`src/rtl/ball_pad_ctrl.sv`:
```
// Pong game logic: once per video frame it moves the ball, bounces it off the
// walls and pads, scores misses, and steps through serve / play / game-over.
module ball_pad_ctrl #(
    parameter int H_RES        = 1024,
    parameter int V_RES        = 768,
    parameter int BALL_SIZE    = 15,
    parameter int PAD_HEIGHT   = 145,
    parameter int PAD_WIDTH    = 15,
    parameter int X_PAD_LEFT   = 30,
    parameter int X_PAD_RIGHT  = 979,
    parameter int SPEED_X      = 4,
    parameter int SPEED_Y      = 3,
    parameter int X_START      = 504,
    parameter int Y_START      = 376,
    parameter int SERVE_FRAMES = 60,
    parameter int MAX_SCORE    = 9
) (
    input  logic        clk,
    input  logic        rst,
    input  logic        vblnk,
    input  logic        start,
    input  logic [9:0]  y_pad_left,
    input  logic [9:0]  y_pad_right,
    output logic [10:0] x_ball,
    output logic [10:0] y_ball,
    output logic [3:0]  score_left,
    output logic [3:0]  score_right,
    output logic        point_left,
    output logic        point_right,
    output logic        game_over
);

    typedef enum logic [1:0] {IDLE, SERVE, PLAY, GAME_OVER} state_t;

    localparam int CNT_W = (SERVE_FRAMES > 1) ? $clog2(SERVE_FRAMES) : 1;
    localparam logic [CNT_W-1:0] CNT_LAST = CNT_W'(SERVE_FRAMES - 1);

    localparam logic signed [11:0] SX         = 12'(SPEED_X);
    localparam logic signed [11:0] SY         = 12'(SPEED_Y);
    localparam logic signed [11:0] BALL       = 12'(BALL_SIZE);
    localparam logic signed [11:0] PAD_H      = 12'(PAD_HEIGHT);
    localparam logic signed [11:0] PAD_L_EDGE = 12'(X_PAD_LEFT + PAD_WIDTH);
    localparam logic signed [11:0] PAD_R_EDGE = 12'(X_PAD_RIGHT);
    localparam logic signed [11:0] X_MISS_R   = 12'(H_RES - 1);
    localparam logic signed [11:0] Y_BOTTOM   = 12'(V_RES - 1);

    localparam logic [10:0] X_HIT_L     = 11'(X_PAD_LEFT + PAD_WIDTH + 1);
    localparam logic [10:0] X_HIT_R     = 11'(X_PAD_RIGHT - BALL_SIZE - 1);
    localparam logic [10:0] Y_CLAMP_BOT = 11'(V_RES - 1 - BALL_SIZE);
    localparam logic [10:0] X_ST        = 11'(X_START);
    localparam logic [10:0] Y_ST        = 11'(Y_START);
    localparam logic [3:0]  SCORE_MAX   = 4'(MAX_SCORE);

    state_t           state_q, state_d;
    logic [CNT_W-1:0] cnt_q, cnt_d;
    logic             vblnk_q;
    logic             dx_neg_q, dx_neg_d;
    logic             dy_neg_q, dy_neg_d;
    logic [10:0]      x_d, y_d;
    logic [3:0]       sl_d, sr_d;
    logic             pl_d, pr_d;

    logic               tick;
    logic signed [11:0] xs, ys, ypl, ypr, nx, ny;
    logic               hit_l, hit_r, miss_l, miss_r;

    assign tick      = vblnk & ~vblnk_q;
    assign game_over = (state_q == GAME_OVER);

    // Geometry is evaluated in signed 12 bits so a step past the left or top edge goes negative.
    assign xs  = signed'({1'b0, x_ball});
    assign ys  = signed'({1'b0, y_ball});
    assign ypl = signed'({2'b00, y_pad_left});
    assign ypr = signed'({2'b00, y_pad_right});
    assign nx  = xs + (dx_neg_q ? -SX : SX);
    assign ny  = ys + (dy_neg_q ? -SY : SY);

    assign hit_l  = dx_neg_q && (nx <= PAD_L_EDGE) && (xs > PAD_L_EDGE)
                    && (ys + BALL >= ypl) && (ys <= ypl + PAD_H);
    assign hit_r  = !dx_neg_q && (nx + BALL >= PAD_R_EDGE) && (xs + BALL < PAD_R_EDGE)
                    && (ys + BALL >= ypr) && (ys <= ypr + PAD_H);
    assign miss_r = !dx_neg_q && (nx + BALL >= X_MISS_R);
    assign miss_l = dx_neg_q && (nx <= 12'sd0);

    always_comb begin
        // NOTE: every output of this block gets a default first, so no path leaves one unassigned and no latch is inferred.
        state_d  = state_q;
        cnt_d    = cnt_q;
        x_d      = x_ball;
        y_d      = y_ball;
        dx_neg_d = dx_neg_q;
        dy_neg_d = dy_neg_q;
        sl_d     = score_left;
        sr_d     = score_right;
        pl_d     = 1'b0;
        pr_d     = 1'b0;

        if (tick) begin
            unique case (state_q)
                IDLE: begin
                    if (start) begin
                        state_d = SERVE;
                        cnt_d   = '0;
                    end
                end
                SERVE: begin
                    if (cnt_q == CNT_LAST) state_d = PLAY;
                    else                   cnt_d   = cnt_q + 1'b1;
                end
                PLAY: begin
                    if (ny <= 12'sd0) begin
                        y_d      = '0;
                        dy_neg_d = 1'b0;
                    end else if (ny + BALL >= Y_BOTTOM) begin
                        y_d      = Y_CLAMP_BOT;
                        dy_neg_d = 1'b1;
                    end else begin
                        y_d = ny[10:0];
                    end

                    if (hit_l) begin
                        x_d      = X_HIT_L;
                        dx_neg_d = 1'b0;
                    end else if (hit_r) begin
                        x_d      = X_HIT_R;
                        dx_neg_d = 1'b1;
                    end else if (miss_r || miss_l) begin
                        // The player who conceded receives the next serve.
                        x_d      = X_ST;
                        y_d      = Y_ST;
                        dx_neg_d = miss_l;
                        dy_neg_d = 1'b0;
                        cnt_d    = '0;
                        if (miss_r) begin
                            pl_d = 1'b1;
                            if (score_left < SCORE_MAX) sl_d = score_left + 4'd1;
                        end else begin
                            pr_d = 1'b1;
                            if (score_right < SCORE_MAX) sr_d = score_right + 4'd1;
                        end
                        state_d = (sl_d == SCORE_MAX || sr_d == SCORE_MAX) ? GAME_OVER : SERVE;
                    end else begin
                        x_d = nx[10:0];
                    end
                end
                GAME_OVER: begin
                    if (start) begin
                        sl_d     = '0;
                        sr_d     = '0;
                        dx_neg_d = 1'b0;
                        cnt_d    = '0;
                        state_d  = SERVE;
                    end
                end
                default: state_d = IDLE;
            endcase
        end
    end

    always_ff @(posedge clk or negedge rst) begin
        if (!rst) begin
            state_q     <= IDLE;
            cnt_q       <= '0;
            vblnk_q     <= 1'b0;
            dx_neg_q    <= 1'b0;
            dy_neg_q    <= 1'b0;
            x_ball      <= X_ST;
            y_ball      <= Y_ST;
            score_left  <= '0;
            score_right <= '0;
            point_left  <= 1'b0;
            point_right <= 1'b0;
        end else begin
            // NOTE: non-blocking updates make every register sample the pre-edge values computed above.
            state_q     <= state_d;
            cnt_q       <= cnt_d;
            vblnk_q     <= vblnk;
            dx_neg_q    <= dx_neg_d;
            dy_neg_q    <= dy_neg_d;
            x_ball      <= x_d;
            y_ball      <= y_d;
            score_left  <= sl_d;
            score_right <= sr_d;
            point_left  <= pl_d;
            point_right <= pr_d;
        end
    end

endmodule

```
`config.mk`:
```
export PLATFORM = sky130hd
export DESIGN_NAME = ball_pad_ctrl
export DESIGN_NICKNAME = d
export VERILOG_FILES = /design/src/rtl/ball_pad_ctrl.sv
export SDC_FILE = /design/constraint.sdc
export NUM_CORES = 1
export LEC_CHECK = 0
export BUFFER_PORTS_ARGS = -buffer_cell sky130_fd_sc_hd__clkbuf_2
export CAP_MARGIN = 20
export CORE_ASPECT_RATIO = 1.5
export CORE_MARGIN = 5
export CORE_UTILIZATION = 50
export CTS_CLUSTER_SIZE = 16
export DETAILED_ROUTE_END_ITERATION = 7
export PLACE_DENSITY = 0.81
export SLEW_MARGIN = 30
export SYNTH_ARGS = -nofsm -noshare
export SYNTH_HDL_FRONTEND = slang
export SYNTH_SLANG_ARGS = --single-unit
```
`constraint.sdc`:
```
create_clock -name clk -period 5.1 [get_ports clk]
set_clock_uncertainty 0.05 [all_clocks]
set_input_delay 1.02 -clock clk [delete_from_list [all_inputs] [get_ports clk]]
set_output_delay 1.02 -clock clk [all_outputs]
set_load 0.01 [all_outputs]
```
==> qor.csv, run 1 <==
stage,metric,value,unit
outcome,status,finished clean,
critical_path,crit_type,reg -> reg,
logic_synthesis,synth_cell_types,89,
hold_path,hold_class,reg -> reg,
critical_path,path_buf_inv,0,
logic_synthesis,ys_async_sr_fraction,1.00,
sta,fin_ws,0.408,ns
grt,grt_pass1_wl,24.1,mm
grt,grt_pass1_vias,5289,
grt,grt.total_usage,0.227,
floorplanning,core,0.0105,sq mm
logic_synthesis,synth_seq_cells,43,
hold_path,holdPathEnd,x_ball[4]$_DFFE_PN1P_,
hold_path,min_path_cells,2,
floorplanning,die_h,136,microns
critical_path,r2r_slack,0.41,ns
placed_design,post-dp-hpwl,11.5,mm
critical_path,crit_chain,"fa_1, a211oi_1, or4b_2, nand4_1, nor4_1, a41o_1, nand2_1, nand2_2, a31oi_4, or3_2, mux2_2",
critical_path,cp.arrival,4.81,ns
sta,min_period,4.69,ns
finish,final_nets,797,
cts,cts.sinks,43,
finish,antenna_cells,0,
pwr,ir_drop,778,uV
cts,clk_latency,0.28,ns
logic_synthesis,synth-seq-area-share,0.205,
critical_path,required,5.22,ns
finish,fin_util,0.559,
logic_synthesis,synth-main-ff-cell,dfrtp_1,
finish,fillers,962,
critical_path,r2r_cells,11,
critical_path,end_kind,flip-flop,
placed_design,dpl_cell_area,0.00575,sq mm
sta,clock.fmax,0.213,GHz
logic_synthesis,syn-cell-area,0.00532,sq mm
sta,period_share,0.920,
critical_path,rr_startpoint,dx_neg_q$_DFFE_PN0P_,
cts,cts_buffers,5,
floorplanning,top_level_ports,57,
sta,hold_slack,0.484,ns
grt,grt_max_degree,44,
route,first_pass_iters,5,
route,vias,5305,
cts,post_cts_buffers,0,
hold_path,hp-start,x_ball[4]$_DFFE_PN1P_,
finish,syn_to_final_growth,10.7,%
finish,finish.instance_area,0.00589,sq mm
cts,post_cts_resize_count,0,
sta,relSlewSlack,0.380,
grt,antenna_found_initial,0,
logic_synthesis,syn-num-nets,742,
route,detail_route.wl_per_cell,17.3,microns
logic_synthesis,yosys_warnings,0,
sta,finalSetupTns,0,ns
sta,rsz0062_at_grt,false,
route,ant_nets,0,
critical_path,rr_endpoint,score_left[0]$_DFFE_PN0P_,
finish,fin_cells,840,
cts,cts_hold_buf,0,
logic_synthesis,synth_edf_count,0,
sta,slew_violations,0,
logic_synthesis,syn_inst,640,
floorplanning,fp.dieW,94.3,microns
critical_path,max_stage_delay,0.76,ns
sta,setup_viol,0,
sta,tightestPinTransition,0.928,ns
cts,root_buffer,clkbuf_16,
grt,grt_overflow,0,
critical_path,cp_top_family,simple AND/OR/NAND/NOR gates,
route,drt-total-wl,14.6,mm
sta,hold_viol_final,0,
placed_design,dp_slack,0.227,ns
critical_path,start_kind,flip-flop,
route,vias_per_cell,6.32,
route,drt-initial-drc-count,264,
pwr,p_per_area,588,mW/mm^2
cts,clk_pin_slew,0.06,ns
pwr,power.total,3.47,mW
cts,cts_buffer_depth,2,
cts,cts_tree,done,
placed_design,port_buffers,56,
finish,drive_above_1_share,0.164,
flow_run,maxCapViolations,0,
floorplanning,num_rows,46,
placed_design,place_congestion,0.886,
floorplanning,start_util,0.505,
pwr,p_leak,2.73,nW
placed_design,dp.cells,832,
critical_path,cp_max_fo,19,
route,drc,0,
cts,cts.htree.levels,2,
critical_path,slowest_stage,a211oi_1,
logic_synthesis,avgSynthCellArea,8.32,sq um
floorplanning,dieArea,0.0129,sq mm
cell usage in the layout (no fill, tap or decap), drive strengths merged, types with 8 or more instances in the layout:
master  instances
o211ai         10
dfstp          11
and3           11
nor2           37
inv            46
a211oi         14
o21ai          45
clkbuf         62
nand4          16
xor2            8
nor4           12
a21oi          37
nand3          21
a21o           11
a31oi           8
xnor2          29
dfrtp          32
nand2          43
or3            11
ha             76
nor3           17
nor2b          12
routing by layer:
layer | vias up | GRT usage | part of all wire
met5 | - | 0 | 0
met4 | 0 | 0.124 | 0.055
met3 | 56 | 0.0161 | 0.035
met2 | 184 | 0.409 | 0.51
met1 | 2524 | 0.263 | 0.40
li1 | 2541 | - | -
how the worst max path moves through the flow:
stage,cells past startpoint,start,slack (ns),end
after floorplan,15,y_pad_right[0],0.91,state_q[1]$_DFFE_PN0P_
after global placement,16,y_pad_right[0],0.44,score_left[0]$_DFFE_PN0P_
after detailed placement,16,y_pad_right[0],0.23,score_left[0]$_DFFE_PN0P_
after CTS,11,dx_neg_q$_DFFE_PN0P_,0.46,score_left[0]$_DFFE_PN0P_
after global routing,11,dx_neg_q$_DFFE_PN0P_,0.10,score_left[0]$_DFFE_PN0P_
final,11,dx_neg_q$_DFFE_PN0P_,0.41,score_left[0]$_DFFE_PN0P_
power breakdown:
group	total [mW]	internal [mW]	switching, mW	leakage [nW]
logic	2.53	1.02	1.51	2.14
clock network	0.308	0.181	0.127	0.0669
registers	0.631	0.449	0.181	0.519
total	3.47	1.65	1.82	2.73
synthesized netlist by cell type, types with 16 or more instances:
library cell	count	area [sq um]
nand2_1	41	154
ha_1	76	951
inv_1	44	165
nand3_1	21	105
a21oi_1	37	185
dfrtp_1	32	801
o21ai_0	44	220
nand4_1	16	100
nor2_1	36	135
nor3_1	17	85.1
xnor2_1	29	254
final cells by class:
type	count	area [sq um]	area share
multi-input cells	537	3980	0.675
inverters	46	175	0.0297
repair buffers	62	328	0.0556
clock buffers	6	129	0.0219
well taps	144	180	0.0306
clock inverters	2	12.5	0.00212
flip-flops and latches	43	1090	0.185
tightest hold or removal path: stages, from the launching register on:
cell	delay [ns]
dfstp_2	0.40
nand2_1	0.05
o21ai_0	0.07
cells by family after synthesis:
logic type	count (synthesis)	share of synthesized area
simple gates	222	0.230
buf+inv	60	0.0482
compound gates	193	0.255
mux	7	0.0153
fa+ha+maj	78	0.186
xor+xnor	37	0.0609
flops	43	0.205
registers in the layout, indices dropped and copies added (netlist names):
name,count
cnt_q,6
y_ball,11
vblnk_q,1
point_left,1
point_right,1
score_left,4
score_right,4
state_q,2
dx_neg_q,1
dy_neg_q,1
x_ball,11
No activity file was read; power rests on OpenSTA's default activity.
==> inputs of run 2 (changes only) <==
- ABC_CLOCK_PERIOD_IN_PS: not set -> 5990
- clock period: 5.1 -> 5.99 ns (I/O delays scaled with it)
==> qor.csv, run 2 (synthesis results as in run 1) <==
stage,metric,value,unit,change
outcome,status,finished clean,,
finish,antenna_cells,0,,unchanged
sta,finalSetupTns,0,ns,unchanged
floorplanning,dieArea,0.0129,sq mm,unchanged
grt,grt_pass1_wl,24.2,mm,+0.49%
finish,reg_top3,"x_ball x11, y_ball x11, cnt_q x6",,
finish,mostFrequentLayoutCell,ha_1,,
grt,grt_pass1_vias,5369,,+1.5%
finish,final_cell_mix,"ha_1, clkbuf_2, inv_1, o21ai_0, nand2_1",,
grt,grt_overflow,0,,unchanged
route,drt-total-wl,14.8,mm,+1.6%
grt,antenna_found_initial,0,,unchanged
placed_design,port_buffers,56,,unchanged
sta,period_share,0.833,,
critical_path,cp.arrival,5.11,ns,+0.30 ns
floorplanning,start_util,0.505,,unchanged
cts,cts_tree,done,,
critical_path,crit_chain,"clkbuf_2, ha_1, and3_1, o21ai_0, o21a_1, xnor2_1, ha_1, and3_1, a221o_1, o21bai_1, a21oi_1, nor3_1, o2111ai_1, a31oi_4, nor4b_1, mux2_2",,
pwr,p_int,1.40,mW,-15%
cts,cts_buffer_depth,2,,unchanged
pwr,seqPwrFrac,0.184,,+0.002
finish,syn_to_final_growth,10.4,%,
floorplanning,core,0.0105,sq mm,unchanged
route,drt-initial-drc-count,328,,+24%
sta,setup_viol,0,,unchanged
sta,min_period,4.99,ns,
pwr,p_per_area,505,mW/mm^2,-14%
route,ant_nets,0,,unchanged
pwr,pwr-share-clk,0.091,,+0.002
floorplanning,top_level_ports,57,,unchanged
route,detail_route.wl_per_cell,17.7,microns,+2.0%
critical_path,slowest_stage,a31oi_4,,
cts,cts.sinks,43,,unchanged
floorplanning,die_h,136,microns,unchanged
flow_run,maxCapViolations,0,,unchanged
critical_path,end_kind,flip-flop,,
critical_path,max_stage_delay,0.63,ns,-0.13 ns
sta,slew_violations,0,,unchanged
grt,grt.total_usage,0.228,,+0.000891
floorplanning,fp.dieW,94.3,microns,unchanged
critical_path,required,6.11,ns,+0.89 ns
hold_path,hold_class,reg -> reg,,
pwr,netSwitchingFraction,0.529,,+0.00395
pwr,ir_drop,338,uV,-57%
cts,cts_hold_buf,0,,unchanged
finish,drive_above_1_share,0.162,,-0.00194
finish,final_nets,793,,-0.50%
cts,clk_pin_slew,0.06,ns,about the same
finish,fillers,973,,+1.1%
sta,relSlewSlack,0.392,,+0.0125
sta,tightestPinTransition,0.900,ns,-0.0279 ns
critical_path,cp_max_fo,19,,unchanged
sta,clock.fmax,0.200,GHz,
route,vias,5285,,-0.38%
critical_path,crit_type,in -> reg,,
placed_design,post-dp-hpwl,11.8,mm,+2.8%
pwr,switchingPower,1.57,mW,-14%
cts,clk_latency,0.28,ns,about the same
cts,post_cts_buffers,0,,unchanged
route,first_pass_iters,5,,unchanged
grt,grt_max_degree,44,,unchanged
cts,post_cts_resize_count,0,,unchanged
cts,cts.htree.levels,2,,unchanged
route,vias_per_cell,6.32,,about the same
sta,hold_slack,0.500,ns,+0.0165 ns
finish,regArea,0.00109,sq mm,unchanged
cts,root_buffer,clkbuf_16,,
floorplanning,num_rows,46,,unchanged
finish,fin_cells,836,,-0.48%
sta,hold_viol_final,0,,unchanged
placed_design,place_congestion,0.864,,-2.5%
finish,multiInputGateArea,0.00398,sq mm,+0.16%
placed_design,dp.cells,828,,-0.48%
pwr,p_comb_frac,0.725,,-0.004
pwr,p_leak,2.71,nW,-0.74%
cts,cts_buffers,5,,unchanged
route,drc,0,,unchanged
sta,rsz0062_at_grt,false,,
critical_path,start_kind,input pin,,
## run 2: final timing paths
check / from / slack [ns] / cells after the start / endpoint
worst max-delay path: y_pad_right[0] / 1.0 / 16 / score_left[0]$_DFFE_PN0P_
max in group asynchronous: rst / 4.61 / 1 / cnt_q[5]$_DFFE_PN0P_
worst min-delay path: x_ball[5]$_DFFE_PN1P_ / 0.50 / 2 / x_ball[5]$_DFFE_PN1P_
worst min register to register: x_ball[5]$_DFFE_PN1P_ / 0.50 / 2 / x_ball[5]$_DFFE_PN1P_
worst max register to register: dx_neg_q$_DFFE_PN0P_ / 1.03 / 10 / score_left[0]$_DFFE_PN0P_
min in group asynchronous: rst / 0.88 / 1 / score_right[0]$_DFFE_PN0P_
## run 2: worst max-delay path: cells and delay by family
family / cells / cell delay, ns
AOI/OAI and AO/OA: 7 / 2.07
xor gates and xnor gates: 1 / 0.13
adders and majority gates: 2 / 0.48
buffers and inverters: 1 / 0.11
muxes: 1 / 0.30
and+or+nand+nor: 4 / 0.79
## run 2: per-layer routing
layer	vias to the layer above	global-route usage	routed length (microns)
met4	0	0.110	680
li1	2526	-	-
met5	-	0	0
met1	2539	0.252	5610
met2	173	0.424	7800
met3	47	0.0260	693
## run 2: stage by stage
stage	area, sq um	utilization	total power [mW]	worst slack (ns)
after floorplan	5320	-	2.11	1.62
after global placement	5720	0.543	2.56	0.976
after detailed placement	5730	0.544	2.65	0.730
after CTS	5880	0.558	2.93	1.02
after global routing	5880	0.558	3.20	0.678
final	5880	0.558	2.96	0.999
## run 2: cell type report
class	count	share of cell area
Inverter	46	0.0298
Tap cell	144	0.0307
Clock buffer	5	0.0213
Timing Repair Buffer	58	0.0507
Clock inverter	3	0.00405
Sequential cell	43	0.185
Multi-Input combinational cell	537	0.678
## run 2: power groups by stage
stage | combinational (mW) | sequential, mW | clock [mW]
finish | 2.15 | 0.547 | 0.270
floorplan | 1.60 | 0.509 | 0
global placement | 2.02 | 0.539 | 0
detailed placement | 2.10 | 0.546 | 0
global route | 2.36 | 0.558 | 0.285
CTS | 2.11 | 0.542 | 0.273
